## src/rtl/usb_ctl_router_if.sv

```systemverilog
// Control-transfer bus between usb_xfer (up_*) and the request handlers (fn_*).
// The master side is the environment (usb_xfer plus handlers); the slave side is the router.
interface usb_ctl_router_if #(
  parameter int NUM_FUNC = 2
);
  logic                  up_xfer_i;
  logic [7:0]            up_type_i;
  logic [15:0]           up_index_i;
  logic                  up_accept_o;
  logic                  up_done_o;
  logic                  up_data_out_valid_i;
  logic [7:0]            up_data_in_o;
  logic                  up_data_in_valid_o;
  logic                  up_data_in_last_o;
  logic                  up_data_in_ready_i;
  logic [NUM_FUNC-1:0]   fn_xfer_o;
  logic [NUM_FUNC-1:0]   fn_accept_i;
  logic [NUM_FUNC-1:0]   fn_done_i;
  logic [NUM_FUNC-1:0]   fn_data_out_valid_o;
  logic [8*NUM_FUNC-1:0] fn_data_in_i;
  logic [NUM_FUNC-1:0]   fn_data_in_valid_i;
  logic [NUM_FUNC-1:0]   fn_data_in_last_i;
  logic [NUM_FUNC-1:0]   fn_data_in_ready_o;
  logic [3:0]            sel_o;
  logic                  sel_err_o;

  modport master (
    output up_xfer_i, up_type_i, up_index_i, up_data_out_valid_i, up_data_in_ready_i,
           fn_accept_i, fn_done_i, fn_data_in_i, fn_data_in_valid_i, fn_data_in_last_i,
    input  up_accept_o, up_done_o, up_data_in_o, up_data_in_valid_o, up_data_in_last_o,
           fn_xfer_o, fn_data_out_valid_o, fn_data_in_ready_o, sel_o, sel_err_o
  );

  modport slave (
    input  up_xfer_i, up_type_i, up_index_i, up_data_out_valid_i, up_data_in_ready_i,
           fn_accept_i, fn_done_i, fn_data_in_i, fn_data_in_valid_i, fn_data_in_last_i,
    output up_accept_o, up_done_o, up_data_in_o, up_data_in_valid_o, up_data_in_last_o,
           fn_xfer_o, fn_data_out_valid_o, fn_data_in_ready_o, sel_o, sel_err_o
  );
endinterface

```

## src/rtl/usb_ctl_router.sv

```systemverilog
// Routes each USB control transfer to one of NUM_FUNC request handlers with a
// registered channel select, an accept timeout and rejection of unroutable requests.
module usb_ctl_router #(
  parameter int NUM_FUNC       = 2,
  parameter int DEV_CH         = 1,
  parameter int ACCEPT_TIMEOUT = 15
) (
  input logic              clk,
  input logic              rst_n,
  usb_ctl_router_if.slave  bus
);
  localparam logic [1:0] S_IDLE     = 2'd0;
  localparam logic [1:0] S_WAIT_ACC = 2'd1;
  localparam logic [1:0] S_ACTIVE   = 2'd2;
  localparam logic [1:0] S_REJECT   = 2'd3;
  localparam int CW = (ACCEPT_TIMEOUT < 1) ? 1 : $clog2(ACCEPT_TIMEOUT + 1);

  logic [1:0]          r_state, w_next;
  logic [3:0]          r_sel;
  logic [CW-1:0]       r_cnt;
  logic                r_sel_err;
  logic                w_route_ok;
  logic [3:0]          w_dec_sel;
  logic [8:0]          w_fn_ch;
  logic                w_timeout;
  logic [NUM_FUNC-1:0] w_onehot, w_sel_vec, w_act_vec;
  logic [7:0]          w_data_in;
  logic                w_unused;

  assign w_unused = ^{bus.up_type_i[7], bus.up_index_i[15:8]};
  assign w_fn_ch  = {1'b0, bus.up_index_i[7:0]} + 9'd1;

  always_comb begin
    w_route_ok = 1'b0;
    w_dec_sel  = '0;
    case (bus.up_type_i[6:5])
      2'b00: w_route_ok = 1'b1;
      2'b01, 2'b10: begin
        if (bus.up_type_i[4:0] == 5'd0) begin
          w_route_ok = 1'b1;
          w_dec_sel  = 4'(DEV_CH);
        end else if (bus.up_type_i[4:0] == 5'd1 && w_fn_ch < 9'(NUM_FUNC)) begin
          w_route_ok = 1'b1;
          w_dec_sel  = w_fn_ch[3:0];
        end
      end
      default: w_route_ok = 1'b0;
    endcase
  end

  // Timeout fires on the edge that would bring the count up to ACCEPT_TIMEOUT.
  assign w_timeout = (r_cnt == CW'(ACCEPT_TIMEOUT - 1));
  assign w_onehot  = NUM_FUNC'(1) << r_sel;
  assign w_sel_vec = (r_state == S_WAIT_ACC || r_state == S_ACTIVE) ? w_onehot : '0;
  assign w_act_vec = (r_state == S_ACTIVE) ? w_onehot : '0;

  always_comb begin
    w_next = r_state;
    case (r_state)
      S_IDLE:     if (bus.up_xfer_i) w_next = w_route_ok ? S_WAIT_ACC : S_REJECT;
      S_WAIT_ACC: begin
        if (!bus.up_xfer_i)                         w_next = S_IDLE;
        else if (|(bus.fn_accept_i & w_sel_vec))    w_next = S_ACTIVE;
        else if (w_timeout)                         w_next = S_REJECT;
      end
      default:    if (!bus.up_xfer_i) w_next = S_IDLE;
    endcase
  end

  always_ff @(posedge clk or negedge rst_n) begin
    if (!rst_n) begin
      r_state   <= S_IDLE;
      r_sel     <= '0;
      r_cnt     <= '0;
      r_sel_err <= 1'b0;
    end else begin
      r_state   <= w_next;
      r_sel_err <= (w_next == S_REJECT) && (r_state != S_REJECT);
      if (r_state == S_IDLE && bus.up_xfer_i)
        r_sel <= w_route_ok ? w_dec_sel : '0;
      if (r_state != S_WAIT_ACC)
        r_cnt <= '0;
      else if (r_cnt != CW'(ACCEPT_TIMEOUT))
        r_cnt <= r_cnt + 1'b1;
    end
  end

  always_comb begin
    w_data_in = '0;
    for (int unsigned k = 0; k < NUM_FUNC; k++)
      if (w_sel_vec[k]) w_data_in = bus.fn_data_in_i[8*k +: 8];
  end

  assign bus.up_accept_o         = |(bus.fn_accept_i & w_sel_vec);
  assign bus.up_done_o           = |(bus.fn_done_i & w_act_vec);
  assign bus.up_data_in_o        = w_data_in;
  assign bus.up_data_in_valid_o  = |(bus.fn_data_in_valid_i & w_act_vec);
  assign bus.up_data_in_last_o   = |(bus.fn_data_in_last_i & w_act_vec);
  assign bus.fn_xfer_o           = w_sel_vec;
  assign bus.fn_data_out_valid_o = bus.up_data_out_valid_i ? w_act_vec : '0;
  assign bus.fn_data_in_ready_o  = bus.up_data_in_ready_i ? w_act_vec : '0;
  assign bus.sel_o               = r_sel;
  assign bus.sel_err_o           = r_sel_err;
endmodule

```

## src/flat_wrapper.sv

```systemverilog
// flat-port wrapper written by rule: the top's interface ports become plain ports
module usb_ctl_router_flat 
#(
  parameter int NUM_FUNC       = 2,
  parameter int DEV_CH         = 1,
  parameter int ACCEPT_TIMEOUT = 15
)
  (clk, rst_n, bus_up_xfer_i, bus_up_type_i, bus_up_index_i, bus_up_data_out_valid_i, bus_up_data_in_ready_i, bus_fn_accept_i, bus_fn_done_i, bus_fn_data_in_i, bus_fn_data_in_valid_i, bus_fn_data_in_last_i, bus_up_accept_o, bus_up_done_o, bus_up_data_in_o, bus_up_data_in_valid_o, bus_up_data_in_last_o, bus_fn_xfer_o, bus_fn_data_out_valid_o, bus_fn_data_in_ready_o, bus_sel_o, bus_sel_err_o);
  usb_ctl_router_if #(.NUM_FUNC(NUM_FUNC)) bus_i ();
  input logic clk;
  input logic rst_n;
  input wire logic [$bits(bus_i.up_xfer_i)-1:0] bus_up_xfer_i;
  input wire logic [$bits(bus_i.up_type_i)-1:0] bus_up_type_i;
  input wire logic [$bits(bus_i.up_index_i)-1:0] bus_up_index_i;
  input wire logic [$bits(bus_i.up_data_out_valid_i)-1:0] bus_up_data_out_valid_i;
  input wire logic [$bits(bus_i.up_data_in_ready_i)-1:0] bus_up_data_in_ready_i;
  input wire logic [$bits(bus_i.fn_accept_i)-1:0] bus_fn_accept_i;
  input wire logic [$bits(bus_i.fn_done_i)-1:0] bus_fn_done_i;
  input wire logic [$bits(bus_i.fn_data_in_i)-1:0] bus_fn_data_in_i;
  input wire logic [$bits(bus_i.fn_data_in_valid_i)-1:0] bus_fn_data_in_valid_i;
  input wire logic [$bits(bus_i.fn_data_in_last_i)-1:0] bus_fn_data_in_last_i;
  output wire logic [$bits(bus_i.up_accept_o)-1:0] bus_up_accept_o;
  output wire logic [$bits(bus_i.up_done_o)-1:0] bus_up_done_o;
  output wire logic [$bits(bus_i.up_data_in_o)-1:0] bus_up_data_in_o;
  output wire logic [$bits(bus_i.up_data_in_valid_o)-1:0] bus_up_data_in_valid_o;
  output wire logic [$bits(bus_i.up_data_in_last_o)-1:0] bus_up_data_in_last_o;
  output wire logic [$bits(bus_i.fn_xfer_o)-1:0] bus_fn_xfer_o;
  output wire logic [$bits(bus_i.fn_data_out_valid_o)-1:0] bus_fn_data_out_valid_o;
  output wire logic [$bits(bus_i.fn_data_in_ready_o)-1:0] bus_fn_data_in_ready_o;
  output wire logic [$bits(bus_i.sel_o)-1:0] bus_sel_o;
  output wire logic [$bits(bus_i.sel_err_o)-1:0] bus_sel_err_o;
  assign bus_i.up_xfer_i = bus_up_xfer_i;
  assign bus_i.up_type_i = bus_up_type_i;
  assign bus_i.up_index_i = bus_up_index_i;
  assign bus_i.up_data_out_valid_i = bus_up_data_out_valid_i;
  assign bus_i.up_data_in_ready_i = bus_up_data_in_ready_i;
  assign bus_i.fn_accept_i = bus_fn_accept_i;
  assign bus_i.fn_done_i = bus_fn_done_i;
  assign bus_i.fn_data_in_i = bus_fn_data_in_i;
  assign bus_i.fn_data_in_valid_i = bus_fn_data_in_valid_i;
  assign bus_i.fn_data_in_last_i = bus_fn_data_in_last_i;
  assign bus_up_accept_o = bus_i.up_accept_o;
  assign bus_up_done_o = bus_i.up_done_o;
  assign bus_up_data_in_o = bus_i.up_data_in_o;
  assign bus_up_data_in_valid_o = bus_i.up_data_in_valid_o;
  assign bus_up_data_in_last_o = bus_i.up_data_in_last_o;
  assign bus_fn_xfer_o = bus_i.fn_xfer_o;
  assign bus_fn_data_out_valid_o = bus_i.fn_data_out_valid_o;
  assign bus_fn_data_in_ready_o = bus_i.fn_data_in_ready_o;
  assign bus_sel_o = bus_i.sel_o;
  assign bus_sel_err_o = bus_i.sel_err_o;
  usb_ctl_router #(.NUM_FUNC(NUM_FUNC), .DEV_CH(DEV_CH), .ACCEPT_TIMEOUT(ACCEPT_TIMEOUT)) u_core (.clk(clk), .rst_n(rst_n), .bus(bus_i));
endmodule
```

## config.mk

```make
export PLATFORM = sky130hd
export DESIGN_NAME = usb_ctl_router_flat
export DESIGN_NICKNAME = d
export VERILOG_FILES = /design/src/rtl/usb_ctl_router_if.sv /design/src/rtl/usb_ctl_router.sv /design/src/flat_wrapper.sv
export SDC_FILE = /design/constraint.sdc
export NUM_CORES = 1
export LEC_CHECK = 0
export BUFFER_PORTS_ARGS = -buffer_cell sky130_fd_sc_hd__buf_4
export CORE_MARGIN = 2
export CORE_UTILIZATION = 42
export DETAILED_ROUTE_END_ITERATION = 7
export PLACE_DENSITY_LB_ADDON = 0.12
export RECOVER_POWER = 50
export SYNTH_ARGS = -nofsm -noshare
export SYNTH_HDL_FRONTEND = slang
export SYNTH_SLANG_ARGS = --single-unit
```

## constraint.sdc

```tcl
create_clock -name clk -period 4 [get_ports clk]
set_input_delay 1.2 -clock clk [delete_from_list [all_inputs] [get_ports clk]]
set_output_delay 1.2 -clock clk [all_outputs]
set_load 0.02 [all_outputs]
```

==> impl_metrics.yaml, run 1 <==
sta:
  rsz0062_at_grt: "false"
  finalSetupViolCount: 0
  finalHoldViolCount: 0
  fmax_mhz: 301
  skew_ns: 0.000736
  layout_min_cycle_time_ns: 3.32
  finalCritPeriodShare_pct: 83.1
  tightest_slew_ns: 0.798
  setup_tns_ns: 0
  hold_slack_ns: 0.530
  slew_headroom_pct: 46.8
  drv_slew: 0
routing:
  drc_errors: 0
  initialDrtViolationCount: 8
  routed_via_density: 5.04
  vias: 1014
  routed_wl_um: 2340
  detail-route-antenna-nets: 0
  post_drt_wl_per_cell_um: 11.7
  dr.pass1.iters: 4
yosys:
  ys_ff_latch: 11
  synth-edff-count: 0
  ys.flop_type: "dfrtp_1"
  ys_seq_area_share_pct: 29.3
  syn_nets: 168
  synth_warnings: 0
  synthesis.area_um2: 938
  synth-async-reset-ratio_pct: 100
  ys_types: 30
  syn_avg_cell_area_um2: 8.85
  synth_cells: 106
clock_tree:
  postCtsHoldBufs: 0
  cts.path.max_buffers: 2
  htreeDepth: 1
  cts-root-buf: "clkbuf_4"
  post-cts-setup-buffers: 0
  insertion_delay_ns: 0.27
  clk_pin_slew_ns: 0.06
  cts-resized-gates: 0
  cts_buffers: 3
  cts_num_sinks: 11
  cts_tree: "yes"
final_layout:
  final_common_cell: "buf_4"
  fin_area_um2: 1450
  final_cell_mix: "61 x buf_4, 17 x nor2_1, 11 x mux2i_1, 11 x dfrtp_1, 10 x inv_1"
  instances_no_fill: 201
  finish.utilization_pct: 67.0
  area_growth_pct: 54.9
  n_fill_cell: 198
  drive_gt1_share_pct: 39.3
  nNetsFinal: 236
  antennaDiodeCount: 0
place:
  placed_cells_incl_taps: 197
  io_buffers: 66
  placed_area_um2: 1450
  hpwl_um: 1980
  place.gp.congestion: 0.733
global_route:
  antenna_found_initial: 0
  gr-usage-all-layers_pct: 17.9
  overflow: 0
  grt_max_degree: 19
  grt_first_pass_wirelength_um: 3660
  grt_pass1_vias: 910
critical_path:
  critPathMaxFanout: 11
  cp.required_ns: 2.80
  end_kind: "output pin"
  path_class: "reg2out"
  startpoint_type: "flip-flop"
  arrival_ns: 2.12
job:
  cap_violations: 0
power_and_ir_drop:
  p_leak_nw: 0.730
  vdd_drop_max_uv: 313
  power_density_nw_per_um2: 489
floorplanning:
  dieWidth_um: 51.3
  die-area_um2: 2630
  dieHeight_um: 51.3
  start_util_pct: 43.3
  rows: 17
  ios: 76
  core_area_um2: 2170
min_path:
  hold_class: "reg2reg"
run_status:
  status: "finished, final reports clean"
-- cell usage after synthesis (all sizes together) (3+ instances only) --
| cell | instances | share of area [%] |
|---|---|---|
| nor2 | 18 | 8.0 |
| mux2i | 12 | 14 |
| dfrtp | 11 | 29 |
| inv | 10 | 4.0 |
| ha | 9 | 12 |
| and3 | 5 | 3.3 |
| and2 | 4 | 2.7 |
| nand2 | 4 | 1.6 |
| o21ai | 4 | 2.1 |
| a211oi | 3 | 2.4 |
| a21oi | 3 | 1.6 |
| nand3 | 3 | 1.6 |
| nor3 | 3 | 1.6 |
-- area by class of cell --
class	count	area, um2	area share (%)
sequential	11	275	18.9
tap	28	35.0	2.41
clock buffer	4	26.3	1.81
inverter	10	37.5	2.58
timing repair buffer	66	477	32.8
multi-input combinational	82	603	41.5
-- flip-flops by register name, indices dropped and copies added, names as in the netlist --
name / cells
u_core.bus.sel_o: 4
u_core.r_cnt: 4
u_core.r_state: 2
u_core.bus.sel_err_o: 1
-- per-layer routing --
metal / share of wire [%] / vias to the layer above / global-route usage, %
li1: - / 510 / -
met1: 38 / 453 / 20.7
met2: 51 / 47 / 31.8
met3: 10 / 4 / 4.09
met4: 1.0 / 0 / 7.02
met5: 0 / - / 0
-- stage by stage --
stage | setup slack, ns | power, mW
after global routing | 0.540 | 0.775
after floorplan | 1.08 | 0.463
after detailed placement | 1.11 | 0.656
final | 0.676 | 0.711
after CTS | 0.813 | 0.731
after global placement | 1.12 | 0.642
-- worst max-delay path, stage by stage, from the launching register on --
cell	delay [ns]
dfrtp_1	0.43
inv_1	0.10
ha_1	0.27
or4b_1	0.66
nor2_4	0.22
buf_4	0.16
-- path summary, 6_finish.rpt --
path | start | to | slack, ns | cells after the start
max in group asynchronous | rst_n | u_core.r_cnt[1] | 2.73 | 1
max | u_core.r_state[1] | bus_up_accept_o | 0.68 | 5
min | u_core.r_cnt[2] | u_core.r_cnt[2] | 0.53 | 1
max reg2reg | u_core.r_state[1] | u_core.bus.sel_err_o | 1.87 | 6
min in group asynchronous | rst_n | u_core.r_cnt[3] | 0.89 | 1
min reg2reg | u_core.r_cnt[2] | u_core.r_cnt[2] | 0.53 | 1
-- where the power goes --
part           internal, mW  switching (mW)
registers             0.133          0.0271
clock network        0.0386          0.0357
logic                 0.203           0.273
-- cells by family after synthesis --
| family | after synthesis | synth area share (%) |
|---|---|---|
| AND/OR/NAND/NOR | 42 | 23.1 |
| multiplexers | 12 | 14.1 |
| flip-flops | 11 | 29.3 |
| XOR/XNOR | 1 | 0.934 |
| buffers and inverters | 13 | 6.00 |
| AO/OA/AOI/OAI | 18 | 14.5 |
| adder cells (fa/ha/maj) | 9 | 12.0 |
Note: power is estimated with default switching activity, not from simulation.
==> run 2, diff against run 1 <==
--- a/config.mk
+++ b/config.mk
@@ -7,7 +7,7 @@
 export LEC_CHECK = 0
 export BUFFER_PORTS_ARGS = -buffer_cell sky130_fd_sc_hd__buf_4
 export CORE_MARGIN = 2
-export CORE_UTILIZATION = 42
+export CORE_UTILIZATION = 35
 export DETAILED_ROUTE_END_ITERATION = 7
 export PLACE_DENSITY_LB_ADDON = 0.12
 export RECOVER_POWER = 50
==> constraint.sdc (replaced) <==
create_clock -name clk -period 2.9 [get_ports clk]
set_input_delay 0.87 -clock clk [delete_from_list [all_inputs] [get_ports clk]]
set_output_delay 0.87 -clock clk [all_outputs]
set_load 0.02 [all_outputs]
==> impl_metrics.yaml, run 2 (synthesis results as in run 1) <==
place:
  hpwl_um: 2140
  io_buffers: 66
  placed_cells_incl_taps: 200
  post-place-ws_ns: 0.368
  placed_area_um2: 1460
  place.gp.congestion: 0.756
critical_path:
  end_kind: "output pin"
  path_class: "reg2out"
  critPathMaxFanout: 11
  cp.required_ns: 2.03
  arrival_ns: 1.92
  startpoint_type: "flip-flop"
clock_tree:
  cts.path.max_buffers: 2
  cts_tree: "yes"
  cts_buffers: 3
  htreeDepth: 1
  clk_pin_slew_ns: 0.07
  cts-root-buf: "clkbuf_4"
  post-cts-setup-buffers: 0
  insertion_delay_ns: 0.27
  cts_num_sinks: 11
sta:
  rsz0062_at_grt: "false"
  finalHoldViolCount: 0
  skew_ns: 0.00602
  layout_min_cycle_time_ns: 2.79
  hold_slack_ns: 0.528
  fmax_mhz: 358
  setup_tns_ns: 0
  finalSetupViolCount: 0
  layout_setup_ws_ns: 0.106
  tightest_slew_ns: 0.579
  drv_slew: 0
  finalCritPeriodShare_pct: 96.4
  slew_headroom_pct: 61.4
routing:
  route.met3.wl_um: 212
  routed_wl_um: 2490
  dr.pass1.iters: 3
  detail-route-antenna-nets: 0
  vias: 983
  drc_errors: 0
  wl_met2_um: 1320
  routed_via_density: 4.82
  dr.max_layer_used: "met4"
  initialDrtViolationCount: 30
  post_drt_wl_per_cell_um: 12.2
  met1Wirelength_um: 947
floorplanning:
  core_area_um2: 2500
  ios: 76
  dieWidth_um: 55.8
  dieHeight_um: 55.8
  start_util_pct: 37.5
  die-area_um2: 3110
  rows: 18
final_layout:
  instances_no_fill: 204
  fin_area_um2: 1470
  nNetsFinal: 237
  n_fill_cell: 227
  final_common_cell: "buf_4"
  antennaDiodeCount: 0
  final_cell_mix: "62 x buf_4, 17 x nor2_1, 11 x mux2i_1"
  area_growth_pct: 56.5
  finish.utilization_pct: 58.8
  drive_gt1_share_pct: 40.8
global_route:
  gr-usage-all-layers_pct: 16.2
  grt_max_degree: 13
  grt_pass1_vias: 955
  antenna_found_initial: 0
  grt_first_pass_wirelength_um: 4170
  overflow: 0
power_and_ir_drop:
  total_power_mw: 0.993
  vdd_drop_max_uv: 489
  p_leak_nw: 0.735
  power_density_nw_per_um2: 676
min_path:
  hold_class: "reg2reg"
run_status:
  status: "finished, final reports clean"
job:
  cap_violations: 0
-- run 2: cell count changes in the layout (fill, tap and decap cells not counted) --
cell / before / now
or4b_4: 0 / 1
or4b_1: 1 / 0
buf_4: 61 / 62
dfrtp_2: 0 / 1
dfrtp_1: 11 / 10
-- run 2: repair_timing --
item	4_1_cts	5_1_grt
hold buffers	0	0
resized for setup	0	1
endpoints found under the setup margin	0	2
-- run 2: cell type report --
type	count	area [um2]	area share [%]
Tap cell	30	37.5	2.56
Inverter	10	37.5	2.56
Sequential cell	11	277	18.8
Timing Repair Buffer	67	484	33.0
Multi-Input combinational cell	82	607	41.3
Clock buffer	4	26.3	1.79
-- run 2: power by group --
| group | internal, mW | switching (mW) | leakage, nW |
|---|---|---|---|
| registers | 0.185 | 0.0343 | 0.148 |
| logic | 0.293 | 0.380 | 0.572 |
| clock network | 0.0532 | 0.0476 | 0.0150 |
| total | 0.531 | 0.462 | 0.735 |
-- run 2: worst paths after layout --
kind                                    from                    to  slack (ns)  cells past startpoint
setup / recovery           u_core.r_state[0]       bus_up_accept_o        0.11                      5
hold / removal               u_core.r_cnt[2]       u_core.r_cnt[2]        0.53                      1
setup reg to reg           u_core.r_state[0]  u_core.bus.sel_err_o        0.94                      6
hold reg to reg              u_core.r_cnt[2]       u_core.r_cnt[2]        0.53                      1
max in group asynchronous              rst_n     u_core.r_state[1]        1.91                      1
min in group asynchronous              rst_n       u_core.r_cnt[3]        0.57                      1
-- run 2: layer usage --
layer | GRT usage [%] | vias to the layer above
met2 | 31.1 | 41
li1 | - | 511
met5 | 0 | -
met1 | 17.6 | 429
met4 | 2.09 | 0
met3 | 5.12 | 2
-- run 2: critical path: stages (launching register included) --
cell and delay, ns:
dfrtp_1 0.42, inv_1 0.09, ha_1 0.27, or4b_4 0.55, nor2_4 0.18, buf_4 0.16
==> run 3, diff against run 2 <==
--- a/config.mk
+++ b/config.mk
@@ -11,6 +11,7 @@
 export DETAILED_ROUTE_END_ITERATION = 7
 export PLACE_DENSITY_LB_ADDON = 0.12
 export RECOVER_POWER = 50
+export SETUP_SLACK_MARGIN = 0.2
 export SYNTH_ARGS = -nofsm -noshare
 export SYNTH_HDL_FRONTEND = slang
 export SYNTH_SLANG_ARGS = --single-unit
==> impl_metrics.yaml, run 3 (synthesis results as in run 1) <==
run_status:
  status: "finished, final reports clean"
sta:
  skew_ns: 0.00668
  rsz0062_at_grt: "true"
  finalHoldViolCount: 0
  layout_min_cycle_time_ns: 2.65
  setup_tns_ns: 0
  drv_slew: 0
  fmax_mhz: 378
  tightest_slew_ns: 0.578
  finalSetupViolCount: 0
  slew_headroom_pct: 61.5
  finalCritPeriodShare_pct: 91.3
critical_path:
  r2r_cells: 7
  crit_family: "simple AND/OR/NAND/NOR gates"
  path_cells: "inv_2, ha_4, or4b_4, nor2_2, buf_4"
  r2r_start: "u_core.r_state[1]"
  r2r_end: "u_core.bus.sel_err_o"
  startpoint_type: "flip-flop"
  critPathMaxFanout: 6
  cpPeakStageDelay_ns: 0.54
  cp.required_ns: 2.03
  cp.buffers_inverters: 2
  arrival_ns: 1.78
  path_class: "reg2out"
  end_kind: "output pin"
  cpMaxStageDelayCell: "or4b_4"
  r2r_slack_ns: 0.96
floorplanning:
  core_area_um2: 2500
  die-area_um2: 3110
  dieWidth_um: 55.8
  dieHeight_um: 55.8
  ios: 76
  rows: 18
  start_util_pct: 37.5
final_layout:
  final_common_cell: "buf_4"
  final_cell_mix: "63 x buf_4, 12 x nor2_1, 11 x mux2i_1, 11 x dfrtp_1"
  drive_gt1_share_pct: 45.3
  nNetsFinal: 242
  area_growth_pct: 63.9
  antennaDiodeCount: 0
place:
  io_buffers: 66
  place.gp.congestion: 0.756
  hpwl_um: 2140
routing:
  post_drt_wl_per_cell_um: 12.8
  initialDrtViolationCount: 22
  detail-route-antenna-nets: 0
  drc_errors: 0
  dr.pass1.iters: 4
  vias: 1029
  routed_wl_um: 2670
  routed_via_density: 4.92
min_path:
  hold_class: "reg2reg"
  holdPathStages: 1
  hp-start: "u_core.r_cnt[2]"
  holdPathEnd: "u_core.r_cnt[2]"
clock_tree:
  clk_pin_slew_ns: 0.07
  insertion_delay_ns: 0.27
  cts_num_sinks: 11
  cts-root-buf: "clkbuf_4"
  cts_buffers: 3
  htreeDepth: 1
  cts.path.max_buffers: 2
  postCtsHoldBufs: 0
  cts_tree: "yes"
global_route:
  grt_pass1_vias: 973
  grt_max_degree: 13
  grt_first_pass_wirelength_um: 4280
  antenna_found_initial: 0
  overflow: 0
  gr-usage-all-layers_pct: 16.6
power_and_ir_drop:
  total_power_mw: 1.12
  p_leak_nw: 0.756
  power_density_nw_per_um2: 725
  vdd_drop_max_uv: 505
job:
  cap_violations: 0
run 3: stage by stage:
| stage | utilization [%] | area (um2) | setup slack (ns) | hold slack [ns] | cells |
|---|---|---|---|---|---|
| after CTS | 60.1 | 1500 | 0.180 | 0.418 | 206 |
| after global routing | 61.5 | 1540 | 0.188 | 0.558 | 209 |
| after detailed placement | 58.4 | 1460 | 0.368 | 0.515 | 200 |
| after global placement | 58.4 | 1460 | 0.379 | 0.513 | 200 |
| final | 61.5 | 1540 | 0.252 | 0.528 | 209 |
| after floorplan | - | 938 | 0.312 | 0.486 | 106 |
run 3: worst reg2reg max path, delay by kind of cell, from the launching register on:
kind / cells / cell delay (ns)
flip-flops: 1 / 0.37
adder cells (fa/ha/maj): 1 / 0.27
AND/OR/NAND/NOR: 2 / 0.66
AO/OA/AOI/OAI: 2 / 0.35
buffers and inverters: 2 / 0.20
run 3: final cells by class:
class                           instances  area, um2
Sequential cell                        11        275
Tap cell                               30       37.5
Timing Repair Buffer                   71        510
Fill cell                             221        962
Inverter                               10       37.5
Multi-Input combinational cell         83        651
Clock buffer                            4       26.3
run 3: where the power goes:
part | leakage (nW) | switching, mW | internal [mW]
logic | 0.592 | 0.438 | 0.367
clock network | 0.0150 | 0.0478 | 0.0532
registers | 0.149 | 0.0259 | 0.184
run 3: what timing repair did:
| item | 4_1_cts | 5_1_grt |
|---|---|---|
| endpoints found under the hold margin | 0 | 0 |
| resized for setup | 0 | 11 |
| cloned | 0 | 1 |
| pin swaps | 0 | 6 |
| endpoints found under the setup margin | 11 | 11 |
| buffers inserted | 2 | 2 |
run 3: worst max path at each step:
stage                            from                  end  cells after the start
floorplan           u_core.r_state[1]  bus_up_data_in_o[0]                      5
global placement    u_core.r_state[1]      bus_up_accept_o                      5
detailed placement  u_core.r_state[1]      bus_up_accept_o                      5
CTS                 u_core.r_state[0]      bus_up_accept_o                      5
global route        u_core.r_state[1]  bus_up_data_in_o[7]                      5
finish              u_core.r_state[1]  bus_up_data_in_o[5]                      5
run 3: layer usage:
layer  vias to the layer above  routed length [um]  global-route usage, %  part of all wire, %
li1                        522                   -                      -                    -
met3                         2                 213                   5.12                  8.0
met2                        41                1460                   32.3                   54
met4                         0                   9                   2.09                 0.34
met5                         -                   0                      0                    0
met1                       464                 993                   17.9                   37
